--- config.mk ---
export PLATFORM = sky130hd
export DESIGN_NAME = aibcr3_sync_debounce
export DESIGN_NICKNAME = d
export VERILOG_FILES = /design/src/rtl/aibcr3_sync_debounce.sv
export SDC_FILE = /design/constraint.sdc
export NUM_CORES = 1
export LEC_CHECK = 0
export CAP_MARGIN = 10
export CORE_AREA = 3 3 40 42
export DETAILED_ROUTE_END_ITERATION = 8
export DIE_AREA = 0 0 43 45
export SLEW_MARGIN = 5
export SYNTH_ARGS = -nofsm -noshare
export SYNTH_HDL_FRONTEND = slang
export SYNTH_SLANG_ARGS = --single-unit
--- constraint.sdc ---
create_clock -name CP -period 2.1 [get_ports CP]
set_input_delay 0.42 -clock CP [delete_from_list [all_inputs] [get_ports CP]]
set_output_delay 0.42 -clock CP [all_outputs]
set_load 0.005 [all_outputs]
--- src/rtl/aibcr3_sync_debounce.sv ---
// Glitch filter behind the AIB 3-flop synchronizer: qualifies D for FILT_CYC cycles before moving Q.
// Optional build macro AIBCR3_DEBOUNCE_GLITCH_CNT_EN enables the saturating aborted-qualification counter.
module aibcr3_sync_debounce #(
   parameter int   FILT_CYC = 4,
   parameter int   CNT_W    = 4,
   parameter logic RST_VAL  = 1'b0
) (
   input  logic       CP,
   input  logic       CDN,
   input  logic       D,
   input  logic       en,
   output logic       Q,
   output logic       rise_p,
   output logic       fall_p,
   output logic       busy,
   output logic [7:0] glitch_cnt
);

   generate
      if (FILT_CYC < 2 || FILT_CYC > (2**CNT_W) - 1) begin : g_bad_cfg
         $error("aibcr3_sync_debounce: FILT_CYC out of range for CNT_W");
      end
   endgenerate

   typedef enum logic {STABLE, QUAL} state_t;

   localparam logic [CNT_W-1:0] LAST = CNT_W'(FILT_CYC - 1);

   state_t           state;
   logic [CNT_W-1:0] cnt;

   // cnt counts cycles D has differed from Q; Q flips on the cycle cnt reaches LAST.
   always_ff @(posedge CP) begin
      if (!CDN) begin
         state  <= STABLE;
         cnt    <= '0;
         Q      <= RST_VAL;
         rise_p <= 1'b0;
         fall_p <= 1'b0;
         busy   <= 1'b0;
      end else begin
         rise_p <= 1'b0;
         fall_p <= 1'b0;
         case (state)
            STABLE: begin
               if (en && (D != Q)) begin
                  state <= QUAL;
                  cnt   <= CNT_W'(1);
                  busy  <= 1'b1;
               end else begin
                  cnt  <= '0;
                  busy <= 1'b0;
               end
            end
            QUAL: begin
               if (!en || (D == Q)) begin
                  state <= STABLE;
                  cnt   <= '0;
                  busy  <= 1'b0;
               end else if (cnt == LAST) begin
                  Q      <= D;
                  rise_p <= D;
                  fall_p <= ~D;
                  state  <= STABLE;
                  cnt    <= '0;
                  busy   <= 1'b0;
               end else begin
                  cnt <= cnt + 1'b1;
               end
            end
            default: begin
               state <= STABLE;
               cnt   <= '0;
               busy  <= 1'b0;
            end
         endcase
      end
   end

`ifdef AIBCR3_DEBOUNCE_GLITCH_CNT_EN
   logic       glitch_evt;
   logic [7:0] gcnt;

   // Only a D==Q abort counts as a glitch; an en-driven abort is not the input's fault.
   assign glitch_evt = (state == QUAL) && en && (D == Q);

   always_ff @(posedge CP) begin
      if (!CDN) begin
         gcnt <= 8'h00;
      end else if (glitch_evt && (gcnt != 8'hFF)) begin
         gcnt <= gcnt + 8'h01;
      end
   end

   assign glitch_cnt = gcnt;
`else
   assign glitch_cnt = 8'h00;
`endif

endmodule
After elaboration in Yosys (flattened, before gate mapping):

Index checks and enable logic that the tools add are counted.

* register bits: 9
* bits of input ports: 4
* output and inout bits: 12
* word-level logic and storage cells: 32

* add/sub/neg operators: 1
* equal/unequal tests: 4
* mux-type cells: 11
* bitwise logic cells: 5
* reductions and logical operators: 5

Operators with widths (count)
* 4-bit two-way mux: 2
* 4-bit one-hot mux with 2 select lines: 1
* 1-bit two-way mux: 6
* 1-bit NOT: 5
* 4-bit by 1-bit adder with 4-bit output (second input constant): 1
* 4-bit by 2-bit equality test with 1-bit output (second input constant): 1
* 1-bit one-hot mux with 2 select lines: 2
* 4-bit OR reduction: 1
* 3-bit by 1-bit != test with 1-bit output (second input constant): 1
* 3-bit AND reduction: 1
* 1-bit equality test: 1
* 1-bit logical AND: 1
* 1-bit zero test: 1
* 1-bit logical OR: 1
* 1-bit != test: 1

Depth between registers and ports, before layout:

Gate-level depths: netlist (run 1).

* depth in word-level cells: 4
* depth in mapped cells: 4
* depth with buffers taken out: 4

Worst setup path before layout (run 1):

OpenSTA, ideal clock, no wires.

* path type: reg2reg
* start: register cnt[0]
* end: register Q
* library setup time: 119 ps
* data arrival time: 991 ps
* data required time: 1981 ps
* setup slack: 990 ps
* cell stages (with the launch flop): 5
* buffers on the path: 0
* clock period less this slack: 1110 ps
* path through: dfxtp_1 > ha_1 > nor3b_4 > nand3_1 > mux2i_1

* cells in the longest elaborated chain, start to end: 2

Ends and longest elaborated chain
* start, declared: RTL line 30 `logic [CNT_W-1:0] cnt;`
* start signal, assigned: RTL line 68 `cnt <= cnt + 1'b1;`
* 4-bit by 2-bit equality test with 1-bit output: RTL line 60 `end else if (cnt == LAST) begin`
* 3-bit AND reduction (no line)
* end signal, assigned: RTL line 37 `Q <= RST_VAL;`
* end signal, assigned: RTL line 61 `Q <= D;`
* end, declared: RTL line 12 `output logic Q,`

Every way passes these cells.
A chain may end at the register's enable or synchronous reset.

Final worst setup path (run 1):

* start: register Q
* end: output port Q

No word-level cell between the ends.

==> flow_results.xml, run 1 <==
<?xml version="1.0" encoding="UTF-8"?>
<metrics>
  <group name="synthesis">
    <metric name="ys_seq_elements" unit="">9</metric>
    <metric name="yosysSeqAreaShare" unit="">0.439</metric>
    <metric name="synth_top_family_by_area" unit="">simple AND/OR/NAND/NOR gates</metric>
    <metric name="yosysWarnings" unit="">0</metric>
    <metric name="post-synth-top-area-fraction" unit="">0.439</metric>
    <metric name="yosysMostFrequentCell" unit="">dfxtp_1</metric>
    <metric name="netlist_top_cells_area" unit="">dfxtp_1 44%, buf_4 15%, nor3b_4 4.6%</metric>
    <metric name="synth_common_cells" unit="">9 x dfxtp_1, 8 x buf_4</metric>
    <metric name="yosys.area_share.adder" unit="">0.0305</metric>
    <metric name="async_reset_ff_frac" unit="">0</metric>
    <metric name="postSynthCellCount" unit="">42</metric>
    <metric name="synth_edf_count" unit="">0</metric>
    <metric name="simple_logic_cell_fraction_of_the_synthesized_area" unit="">0.253</metric>
    <metric name="synth-compound-area-share" unit="">0.0549</metric>
    <metric name="synth_flop_cell" unit="">dfxtp_1</metric>
    <metric name="synth_cell_type_count" unit="">16</metric>
    <metric name="synth.cell_area" unit="sq um">410</metric>
    <metric name="muxShareOfSynthArea" unit="">0.0244</metric>
    <metric name="post_synth.cell_area_avg" unit="sq um">9.77</metric>
    <metric name="yosysTopAreaCell" unit="">dfxtp_1</metric>
    <metric name="synth_xor_xnor_area_share" unit="">0.0427</metric>
  </group>
  <group name="sta">
    <metric name="clock_skew" unit="ps">3.26</metric>
    <metric name="finalWorstPathRequiredPeriod" unit="ps">1560</metric>
    <metric name="fmax" unit="GHz">0.642</metric>
    <metric name="report.final.setup_viol" unit="">0</metric>
    <metric name="timing_max_transition_violations_final" unit="">0</metric>
    <metric name="layout_worst_path_cycle_share" unit="">0.742</metric>
    <metric name="unrepaired_setup_endpoints_after_global_routing" unit="">no</metric>
    <metric name="layout_setup_ws" unit="ps">542</metric>
    <metric name="finalHoldViolCount" unit="">0</metric>
    <metric name="timing.setup.tns" unit="ps">0</metric>
  </group>
  <group name="detailed_routing">
    <metric name="drc" unit="">0</metric>
    <metric name="drt.antenna.violating_nets" unit="">0</metric>
    <metric name="detailedRoute.firstIterationViolations" unit="">0</metric>
    <metric name="wl" unit="microns">573</metric>
    <metric name="drt_pre_antenna_iters" unit="">1</metric>
    <metric name="num_vias" unit="">290</metric>
    <metric name="routed_wl_per_cell" unit="microns">8.55</metric>
    <metric name="vias_per_cell" unit="">4.33</metric>
  </group>
  <group name="outcome">
    <metric name="status" unit="">completed</metric>
  </group>
  <group name="worst_hold_path">
    <metric name="worst_hold_start" unit="">busy</metric>
    <metric name="worstHoldPathType" unit="">flop to flop</metric>
    <metric name="whs_path_depth" unit="">2</metric>
  </group>
  <group name="run">
    <metric name="max_cap_viol_count" unit="">0</metric>
  </group>
  <group name="power_and_ir_drop">
    <metric name="max-vdd-ir-drop" unit="mV">0.244</metric>
    <metric name="power.total" unit="uW">323</metric>
    <metric name="power_per_cell_area" unit="mW/mm^2">657</metric>
    <metric name="cellLeakagePower" unit="uW">0.000196</metric>
  </group>
  <group name="clocking">
    <metric name="tritoncts.num_buffers" unit="">3</metric>
    <metric name="clock_latency" unit="ps">260</metric>
    <metric name="ctsLongestPathBuffers" unit="">2</metric>
    <metric name="clockRootBuffer" unit="">clkbuf_4</metric>
    <metric name="ctsResizeCount" unit="">0</metric>
    <metric name="post-cts-setup-buffers" unit="">0</metric>
    <metric name="cts_sinks" unit="">9</metric>
    <metric name="cts-htree-levels" unit="">1</metric>
    <metric name="tritoncts" unit="">done</metric>
    <metric name="cts-hold-fix-buffers" unit="">0</metric>
    <metric name="clk_pin_slew_worst_paths" unit="ps">60</metric>
  </group>
  <group name="finish">
    <metric name="antennaDiodeCount" unit="">0</metric>
    <metric name="area_delta_synth_final" unit="%">19.8</metric>
    <metric name="post_route_cells_drive_above_1_share" unit="">0.0962</metric>
    <metric name="num-nets-final" unit="">58</metric>
    <metric name="fill_cells" unit="">139</metric>
  </group>
  <group name="floorplanning">
    <metric name="placementRows" unit="">13</metric>
    <metric name="initial_utilization" unit="">0.319</metric>
    <metric name="core_area" unit="sq mm">0.00128</metric>
    <metric name="die_y" unit="microns">45</metric>
    <metric name="die-width" unit="microns">43</metric>
    <metric name="io_pins" unit="">16</metric>
    <metric name="dieArea" unit="sq mm">0.00194</metric>
  </group>
  <group name="critical_path">
    <metric name="cpMaxStageDelayCell" unit="">clkdlybuf4s50_1</metric>
    <metric name="cp_data_arrival_time" unit="ps">1140</metric>
    <metric name="critical_path_depth" unit="">1</metric>
    <metric name="critical_path.n_buffers_inverters" unit="">1</metric>
    <metric name="cell_class_contributing_the_biggest_share_of_worst_path_delay" unit="">buffers and inverters</metric>
    <metric name="kind_of_launch_point_of_the_worst_setup_path" unit="">flop</metric>
    <metric name="setup_cp_type" unit="">flop to output pin</metric>
    <metric name="critPathLaunch" unit="">Q</metric>
    <metric name="worstSetupEndpointType" unit="">output pin</metric>
    <metric name="timing.critical_path.cells" unit="">clkdlybuf4s50_1</metric>
    <metric name="crit_path_max_fanout" unit="">3</metric>
    <metric name="required" unit="ps">1680</metric>
    <metric name="ff2ff_path_depth" unit="">4</metric>
    <metric name="r2r-start" unit="">cnt[0]</metric>
    <metric name="crit_path_max_incr_delay" unit="ps">520</metric>
  </group>
  <group name="grt">
    <metric name="initial_antenna_violation_count" unit="">0</metric>
    <metric name="grt.overflow.total" unit="">0</metric>
    <metric name="grt.total_usage" unit="">0.0669</metric>
    <metric name="grt_pass1_vias" unit="">262</metric>
    <metric name="grt_pass1_wl" unit="microns">931</metric>
    <metric name="grt_start_max_net_pins" unit="">8</metric>
  </group>
  <group name="place">
    <metric name="gp_routability_congestion" unit="">0.655</metric>
    <metric name="dpl.hpwl" unit="microns">461</metric>
    <metric name="io_buffer_count" unit="">7</metric>
    <metric name="dpl_worst_slack" unit="ps">427</metric>
  </group>
</metrics>
## per-layer routing
layer  vias to the layer above  GRT usage  share of wire  wire, microns
met5                         -          0              0              0
met1                       131     0.0659           0.42            243
li1                        146          -              -              -
met3                         2     0.0239          0.082             47
met4                         0     0.0542          0.017             10
met2                        11      0.114           0.47            272
## state kept, by name (all words and copies together) (netlist names)
signal / flops
busy: 1
cnt: 4
fall_p: 1
state: 1
rise_p: 1
Q: 1
## placed cells by master, fill, tap and decap left out
cell / instances
dfxtp_1: 9
conb_1: 8
clkdlybuf4s50_1: 7
nand3_1: 3
nor2_1: 3
a21oi_1: 3
nand2_1: 3
clkbuf_4: 3
xor2_1: 2
nand2b_1: 2
nor3b_1: 2
nand4_2: 1
nand3b_1: 1
nor3b_4: 1
mux2i_1: 1
o21a_1: 1
ha_1: 1
clkbuf_1: 1
## path summary, 6_finish.rpt
check	end	slack [ps]
max reg2reg	Q	860
max	Q	540
min	busy	470
min reg2reg	busy	470
## per-stage QoR
stage | utilization | instances | hold WS, ps | cell area (sq um)
floorplan | - | 49 | 467 | 437
global placement | 0.362 | 63 | 465 | 465
detailed placement | 0.362 | 63 | 469 | 465
finish | 0.383 | 67 | 474 | 492
CTS | 0.383 | 67 | 480 | 492
global route | 0.383 | 67 | 491 | 492
## layout make-up
class,instances,area [sq um],area share
sequential,9,180,0.366
clock buffer,4,26.3,0.0534
multi-input combinational,32,196,0.399
tap,15,18.8,0.0382
timing repair buffer,7,70.1,0.142
## report_power, final
part	internal (uW)	total, uW	switching (uW)
clock network	73.0	130	57.0
registers	173	175	2.00
logic	8.47	17.8	9.38
## kinds of logic (layout without fill, tap and decap cells)
kind of cell             after synthesis  in the layout
AND/OR/NAND/NOR                       16             16
buffers and inverters                  8             11
multiplexers                           1              1
other                                  1              8
XOR/XNOR                               2              2
AO/OA/AOI/OAI                          4              4
adder cells (fa/ha/maj)                1              1
flip-flops                             9              9
Note: power is estimated with default switching activity, not from simulation.
==> run 2, diff against run 1 <==
clock period = 1.3 ns   (was 2.1 ns; I/O delays follow)
==> run 2 against run 1 <==
  * Sequential share of layout area down 0.57 points
  * Sequential power up 62%
  * Global-route usage down 0.25 points
  * Die area unchanged
  * Cell count up 3.0%
  * Non-clock buffer count up 2
  * Critical path type is now flop to flop
  * Largest cell class unchanged
==> flow_results.xml, run 2 (synthesized netlist as in run 1, its figures left out) <==
<?xml version="1.0" encoding="UTF-8"?>
<metrics>
  <group name="outcome">
    <metric name="status" unit="">completed</metric>
  </group>
  <group name="grt">
    <metric name="grt.total_usage" unit="">0.0644</metric>
    <metric name="grt_pass1_vias" unit="">240</metric>
    <metric name="grt.overflow.total" unit="">0</metric>
    <metric name="grt_start_max_net_pins" unit="">7</metric>
    <metric name="initial_antenna_violation_count" unit="">0</metric>
    <metric name="grt_pass1_wl" unit="microns">890</metric>
  </group>
  <group name="critical_path">
    <metric name="ff2ff_path_depth" unit="">4</metric>
    <metric name="crit_path_max_incr_delay" unit="ps">350</metric>
    <metric name="required" unit="ps">1440</metric>
    <metric name="cpMaxStageDelayCell" unit="">dfxtp_1</metric>
    <metric name="worstSetupEndpointType" unit="">flop</metric>
    <metric name="timing.critical_path.cells" unit="">ha_1, nor3b_4, nand3_1, mux2i_1</metric>
    <metric name="setup_cp_type" unit="">flop to flop</metric>
    <metric name="r2r-start" unit="">cnt[0]</metric>
    <metric name="cp_data_arrival_time" unit="ps">1340</metric>
    <metric name="kind_of_launch_point_of_the_worst_setup_path" unit="">flop</metric>
    <metric name="cell_class_contributing_the_biggest_share_of_worst_path_delay" unit="">simple AND/OR/NAND/NOR gates</metric>
    <metric name="critical_path.n_buffers_inverters" unit="">0</metric>
    <metric name="setup.reg_to_reg.worst_slack" unit="ps">100</metric>
    <metric name="crit_path_max_fanout" unit="">6</metric>
    <metric name="timing.rr.end" unit="">Q</metric>
  </group>
  <group name="floorplanning">
    <metric name="core_area" unit="sq mm">0.00128</metric>
    <metric name="die_y" unit="microns">45</metric>
    <metric name="die-width" unit="microns">43</metric>
    <metric name="initial_utilization" unit="">0.319</metric>
    <metric name="placementRows" unit="">13</metric>
    <metric name="io_pins" unit="">16</metric>
    <metric name="dieArea" unit="sq mm">0.00194</metric>
  </group>
  <group name="finish">
    <metric name="filler_free_cell_count_of_the_finished_design" unit="">69</metric>
    <metric name="num-nets-final" unit="">60</metric>
    <metric name="largest_register_ffs" unit="">4</metric>
    <metric name="post_route_cells_drive_above_1_share" unit="">0.148</metric>
    <metric name="registers.top_by_ff_count" unit="">cnt</metric>
    <metric name="mostFrequentLayoutCells" unit="">8 x conb_1, 8 x dfxtp_1, 4 x dlygate4sd2_1</metric>
    <metric name="antennaDiodeCount" unit="">0</metric>
    <metric name="fill_cells" unit="">131</metric>
    <metric name="area_delta_synth_final" unit="%">22.6</metric>
  </group>
  <group name="detailed_routing">
    <metric name="num_vias" unit="">288</metric>
    <metric name="wl" unit="microns">546</metric>
    <metric name="routed_wl_per_cell" unit="microns">7.91</metric>
    <metric name="detailedRoute.firstIterationViolations" unit="">0</metric>
    <metric name="vias_per_cell" unit="">4.17</metric>
    <metric name="drc" unit="">0</metric>
    <metric name="drt_pre_antenna_iters" unit="">1</metric>
    <metric name="drt.antenna.violating_nets" unit="">0</metric>
  </group>
  <group name="clocking">
    <metric name="cts_sinks" unit="">9</metric>
    <metric name="clockRootBuffer" unit="">clkbuf_4</metric>
    <metric name="tritoncts.num_buffers" unit="">3</metric>
    <metric name="ctsLongestPathBuffers" unit="">2</metric>
    <metric name="tritoncts" unit="">done</metric>
    <metric name="clk_pin_slew_worst_paths" unit="ps">50</metric>
    <metric name="cts-hold-fix-buffers" unit="">0</metric>
    <metric name="cts-htree-levels" unit="">1</metric>
    <metric name="post-cts-setup-buffers" unit="">0</metric>
    <metric name="ctsResizeCount" unit="">5</metric>
    <metric name="clock_latency" unit="ps">250</metric>
  </group>
  <group name="place">
    <metric name="gp_routability_congestion" unit="">0.649</metric>
    <metric name="post-place-cells" unit="">65</metric>
    <metric name="io_buffer_count" unit="">7</metric>
    <metric name="dpl.hpwl" unit="microns">451</metric>
  </group>
  <group name="worst_hold_path">
    <metric name="worstHoldEndpoint" unit="">busy</metric>
    <metric name="worstHoldPathType" unit="">flop to flop</metric>
    <metric name="worst_hold_start" unit="">busy</metric>
    <metric name="whs_path_depth" unit="">2</metric>
  </group>
  <group name="run">
    <metric name="max_cap_viol_count" unit="">0</metric>
  </group>
  <group name="power_and_ir_drop">
    <metric name="part_of_the_total_power_dissipated_in_combinational_logic" unit="">0.057</metric>
    <metric name="cellLeakagePower" unit="uW">0.000226</metric>
    <metric name="power_switching_share" unit="">0.205</metric>
    <metric name="p_int" unit="uW">412</metric>
    <metric name="share_of_total_power_in_the_clock_network" unit="">0.397</metric>
    <metric name="power_per_cell_area" unit="mW/mm^2">1030</metric>
    <metric name="power_switching" unit="uW">106</metric>
    <metric name="seq_power_share" unit="">0.546</metric>
    <metric name="max-vdd-ir-drop" unit="mV">0.430</metric>
  </group>
  <group name="sta">
    <metric name="timing.setup.tns" unit="ps">0</metric>
    <metric name="clock_skew" unit="ps">4.77</metric>
    <metric name="hold_ws" unit="ps">470</metric>
    <metric name="timing_max_transition_violations_final" unit="">0</metric>
    <metric name="unrepaired_setup_endpoints_after_global_routing" unit="">no</metric>
    <metric name="report.final.setup_viol" unit="">0</metric>
    <metric name="finalHoldViolCount" unit="">0</metric>
    <metric name="fmax" unit="GHz">0.831</metric>
    <metric name="finalWorstPathRequiredPeriod" unit="ps">1200</metric>
    <metric name="layout_worst_path_cycle_share" unit="">0.926</metric>
  </group>
</metrics>
run 2: worst max-delay path by stage:
stage,from,to,slack [ps],cells past startpoint
floorplan,cnt[0],Q,190,4
global placement,D,fall_p,-150,4
detailed placement,D,fall_p,-160,4
CTS,cnt[0],Q,80,4
global route,cnt[0],Q,2,4
finish,cnt[0],Q,100,4
run 2: final cells by class:
class	count	area (sq um)	share of cell area
clock buffers	4	26.3	0.0522
multi-input cells	32	196	0.391
flip-flops and latches	9	181	0.361
well taps	15	18.8	0.0373
repair buffers	9	80.1	0.159
run 2: through the flow:
stage          worst slack, ps  area (sq um)  total power (uW)  utilization
6_report                  96.0           503               518        0.391
5_1_grt                   1.70           503               548        0.391
4_1_cts                   75.4           503               528        0.391
3_5_place_dp              -157           480               320        0.374
3_3_place_gp              -152           480               320        0.374
2_1_floorplan              190           437               318            -
run 2: metal layers:
| layer | GRT usage | vias up | wire length, microns | share of wire |
|---|---|---|---|---|
| met1 | 0.0756 | 126 | 248 | 0.45 |
| met2 | 0.0928 | 9 | 257 | 0.47 |
| li1 | - | 153 | - | - |
| met3 | 0.0239 | 0 | 40 | 0.073 |
| met5 | 0 | - | 0 | 0 |
| met4 | 0.0542 | 0 | 0 | 0 |
run 2: power groups by stage:
stage / Clock (uW) / Combinational, uW / Sequential, uW
floorplan: 0 / 29.4 / 289
global placement: 0 / 30.5 / 289
detailed placement: 0 / 30.4 / 289
CTS: 216 / 29.5 / 283
global route: 231 / 33.9 / 283
finish: 205 / 29.8 / 283
run 2: worst min-delay path, stage by stage (launching register included):
cell	delay, ps
dfxtp_1	310
nand2b_1	60
a21oi_1	60
==> run 3, diff against run 2 <==
clock period = 1.35 ns   (was 1.3 ns; I/O delays follow)
==> run 3 against run 2 <==
  * Combinational power decreased by 4%
  * Largest cell class unchanged
  * Register-to-register slack improved by 50 ps
  * Critical endpoint is now fall_p
  * Non-clock buffer count unchanged
  * Critical path type is now flop to output pin
  * Largest power group unchanged
  * Wire length grew 0.18%
  * Die area is the same
  * Clock power decreased by 3%
  * Highest routed layer unchanged
  * Hold slack about the same
==> flow_results.xml, run 3 (synthesized netlist as in run 1, its figures left out) <==
<?xml version="1.0" encoding="UTF-8"?>
<metrics>
  <group name="outcome">
    <metric name="status" unit="">completed</metric>
  </group>
  <group name="detailed_routing">
    <metric name="drc" unit="">0</metric>
    <metric name="wl" unit="microns">547</metric>
    <metric name="drt.antenna.violating_nets" unit="">0</metric>
    <metric name="num_vias" unit="">288</metric>
    <metric name="detailedRoute.firstIterationViolations" unit="">0</metric>
    <metric name="routed_wl_per_cell" unit="microns">7.93</metric>
    <metric name="vias_per_cell" unit="">4.17</metric>
    <metric name="drt_pre_antenna_iters" unit="">1</metric>
  </group>
  <group name="floorplanning">
    <metric name="die_y" unit="microns">45</metric>
    <metric name="placementRows" unit="">13</metric>
    <metric name="io_pins" unit="">16</metric>
    <metric name="die-width" unit="microns">43</metric>
    <metric name="core_area" unit="sq mm">0.00128</metric>
    <metric name="dieArea" unit="sq mm">0.00194</metric>
    <metric name="initial_utilization" unit="">0.319</metric>
  </group>
  <group name="grt">
    <metric name="grt_pass1_wl" unit="microns">890</metric>
    <metric name="grt_start_max_net_pins" unit="">7</metric>
    <metric name="grt.overflow.total" unit="">0</metric>
    <metric name="grt.total_usage" unit="">0.0644</metric>
    <metric name="initial_antenna_violation_count" unit="">0</metric>
    <metric name="grt_pass1_vias" unit="">240</metric>
  </group>
  <group name="critical_path">
    <metric name="crit_path_max_incr_delay" unit="ps">490</metric>
    <metric name="worstSetupEndpointType" unit="">output pin</metric>
    <metric name="timing.critical_path.cells" unit="">clkdlybuf4s50_1</metric>
    <metric name="required" unit="ps">1080</metric>
    <metric name="cp_data_arrival_time" unit="ps">1050</metric>
    <metric name="critical_path_depth" unit="">1</metric>
    <metric name="setup_cp_type" unit="">flop to output pin</metric>
    <metric name="critical_path.n_buffers_inverters" unit="">1</metric>
    <metric name="ff2ff_path_depth" unit="">4</metric>
    <metric name="r2r-start" unit="">cnt[0]</metric>
    <metric name="cell_class_contributing_the_biggest_share_of_worst_path_delay" unit="">buffers and inverters</metric>
    <metric name="critPathLaunch" unit="">fall_p</metric>
    <metric name="cpMaxStageDelayCell" unit="">clkdlybuf4s50_1</metric>
    <metric name="kind_of_launch_point_of_the_worst_setup_path" unit="">flop</metric>
    <metric name="crit_path_max_fanout" unit="">1</metric>
  </group>
  <group name="clocking">
    <metric name="post-cts-setup-buffers" unit="">0</metric>
    <metric name="clock_latency" unit="ps">250</metric>
    <metric name="cts_sinks" unit="">9</metric>
    <metric name="ctsLongestPathBuffers" unit="">2</metric>
    <metric name="ctsResizeCount" unit="">3</metric>
    <metric name="tritoncts.num_buffers" unit="">3</metric>
    <metric name="clockRootBuffer" unit="">clkbuf_4</metric>
    <metric name="cts-htree-levels" unit="">1</metric>
    <metric name="clk_pin_slew_worst_paths" unit="ps">60</metric>
    <metric name="tritoncts" unit="">done</metric>
    <metric name="cts-hold-fix-buffers" unit="">0</metric>
  </group>
  <group name="sta">
    <metric name="timing_max_transition_violations_final" unit="">0</metric>
    <metric name="unrepaired_setup_endpoints_after_global_routing" unit="">no</metric>
    <metric name="fmax" unit="GHz">0.758</metric>
    <metric name="timing.setup.tns" unit="ps">0</metric>
    <metric name="clock_skew" unit="ps">4.69</metric>
    <metric name="report.final.setup_viol" unit="">0</metric>
    <metric name="finalWorstPathRequiredPeriod" unit="ps">1320</metric>
    <metric name="layout_worst_path_cycle_share" unit="">0.977</metric>
    <metric name="finalHoldViolCount" unit="">0</metric>
  </group>
  <group name="finish">
    <metric name="utilization" unit="">0.393</metric>
    <metric name="antennaDiodeCount" unit="">0</metric>
    <metric name="fill_cells" unit="">129</metric>
    <metric name="registers.top_by_ff_count" unit="">cnt</metric>
    <metric name="mostFrequentLayoutCells" unit="">8 x conb_1, 8 x dfxtp_1, 5 x clkdlybuf4s50_1</metric>
    <metric name="filler_free_cell_count_of_the_finished_design" unit="">69</metric>
    <metric name="largest_register_ffs" unit="">4</metric>
    <metric name="layout.area.seq" unit="sq um">181</metric>
    <metric name="design_area" unit="sq um">505</metric>
    <metric name="post_route_cells_drive_above_1_share" unit="">0.148</metric>
    <metric name="multiInputGateArea" unit="sq um">196</metric>
    <metric name="num-nets-final" unit="">60</metric>
    <metric name="area_delta_synth_final" unit="%">23.2</metric>
  </group>
  <group name="run">
    <metric name="max_cap_viol_count" unit="">0</metric>
  </group>
  <group name="power_and_ir_drop">
    <metric name="cellLeakagePower" unit="uW">0.000216</metric>
    <metric name="max-vdd-ir-drop" unit="mV">0.414</metric>
    <metric name="power_per_cell_area" unit="mW/mm^2">987</metric>
  </group>
  <group name="worst_hold_path">
    <metric name="worstHoldPathType" unit="">flop to flop</metric>
    <metric name="worst_hold_start" unit="">busy</metric>
    <metric name="whs_path_depth" unit="">2</metric>
  </group>
  <group name="place">
    <metric name="dpl.hpwl" unit="microns">451</metric>
    <metric name="io_buffer_count" unit="">7</metric>
    <metric name="post-place-cells" unit="">65</metric>
    <metric name="gp_routability_congestion" unit="">0.649</metric>
    <metric name="placed_cell_area" unit="sq um">480</metric>
  </group>
</metrics>
run 3: cell types whose count changed in the layout (fill, tap and decap cells not counted), sizes merged:
| cell | before | now |
|---|---|---|
| clkdlybuf4s50 | 3 | 5 |
| dlygate4sd2 | 4 | 2 |
run 3: per-layer routing:
layer / track usage / vias up / routed length [microns]
li1: - / 153 / -
met1: 0.0756 / 126 / 248
met2: 0.0928 / 9 / 258
met3: 0.0239 / 0 / 40
met4: 0.0542 / 0 / 0
met5: 0 / - / 0
run 3: area by class of cell:
class,count,area share
sequential,9,0.359
tap,15,0.0371
multi-input combinational,32,0.389
clock buffer,4,0.0520
timing repair buffer,9,0.163
run 3: worst paths after layout:
path,endpoint,slack (ps)
max,fall_p,30
min reg2reg,busy,470
min,busy,470
max reg2reg,Q,150
run 3: power by group:
part | internal (uW) | leakage [uW] | total [uW] | switching [uW]
combinational | 14.2 | 0.000128 | 28.7 | 14.5
sequential | 269 | 0.0000734 | 272 | 3.04
clock | 113 | 0.0000150 | 198 | 84.4
total | 397 | 0.000216 | 499 | 102
run 3: per-stage QoR:
step	worst slack, ps	hold slack [ps]	total power [uW]
final	30.6	470	499
after floorplan	240	346	306
after global routing	4.87	497	528
after global placement	-112	465	308
after CTS	15.3	478	509
after detailed placement	-117	470	308
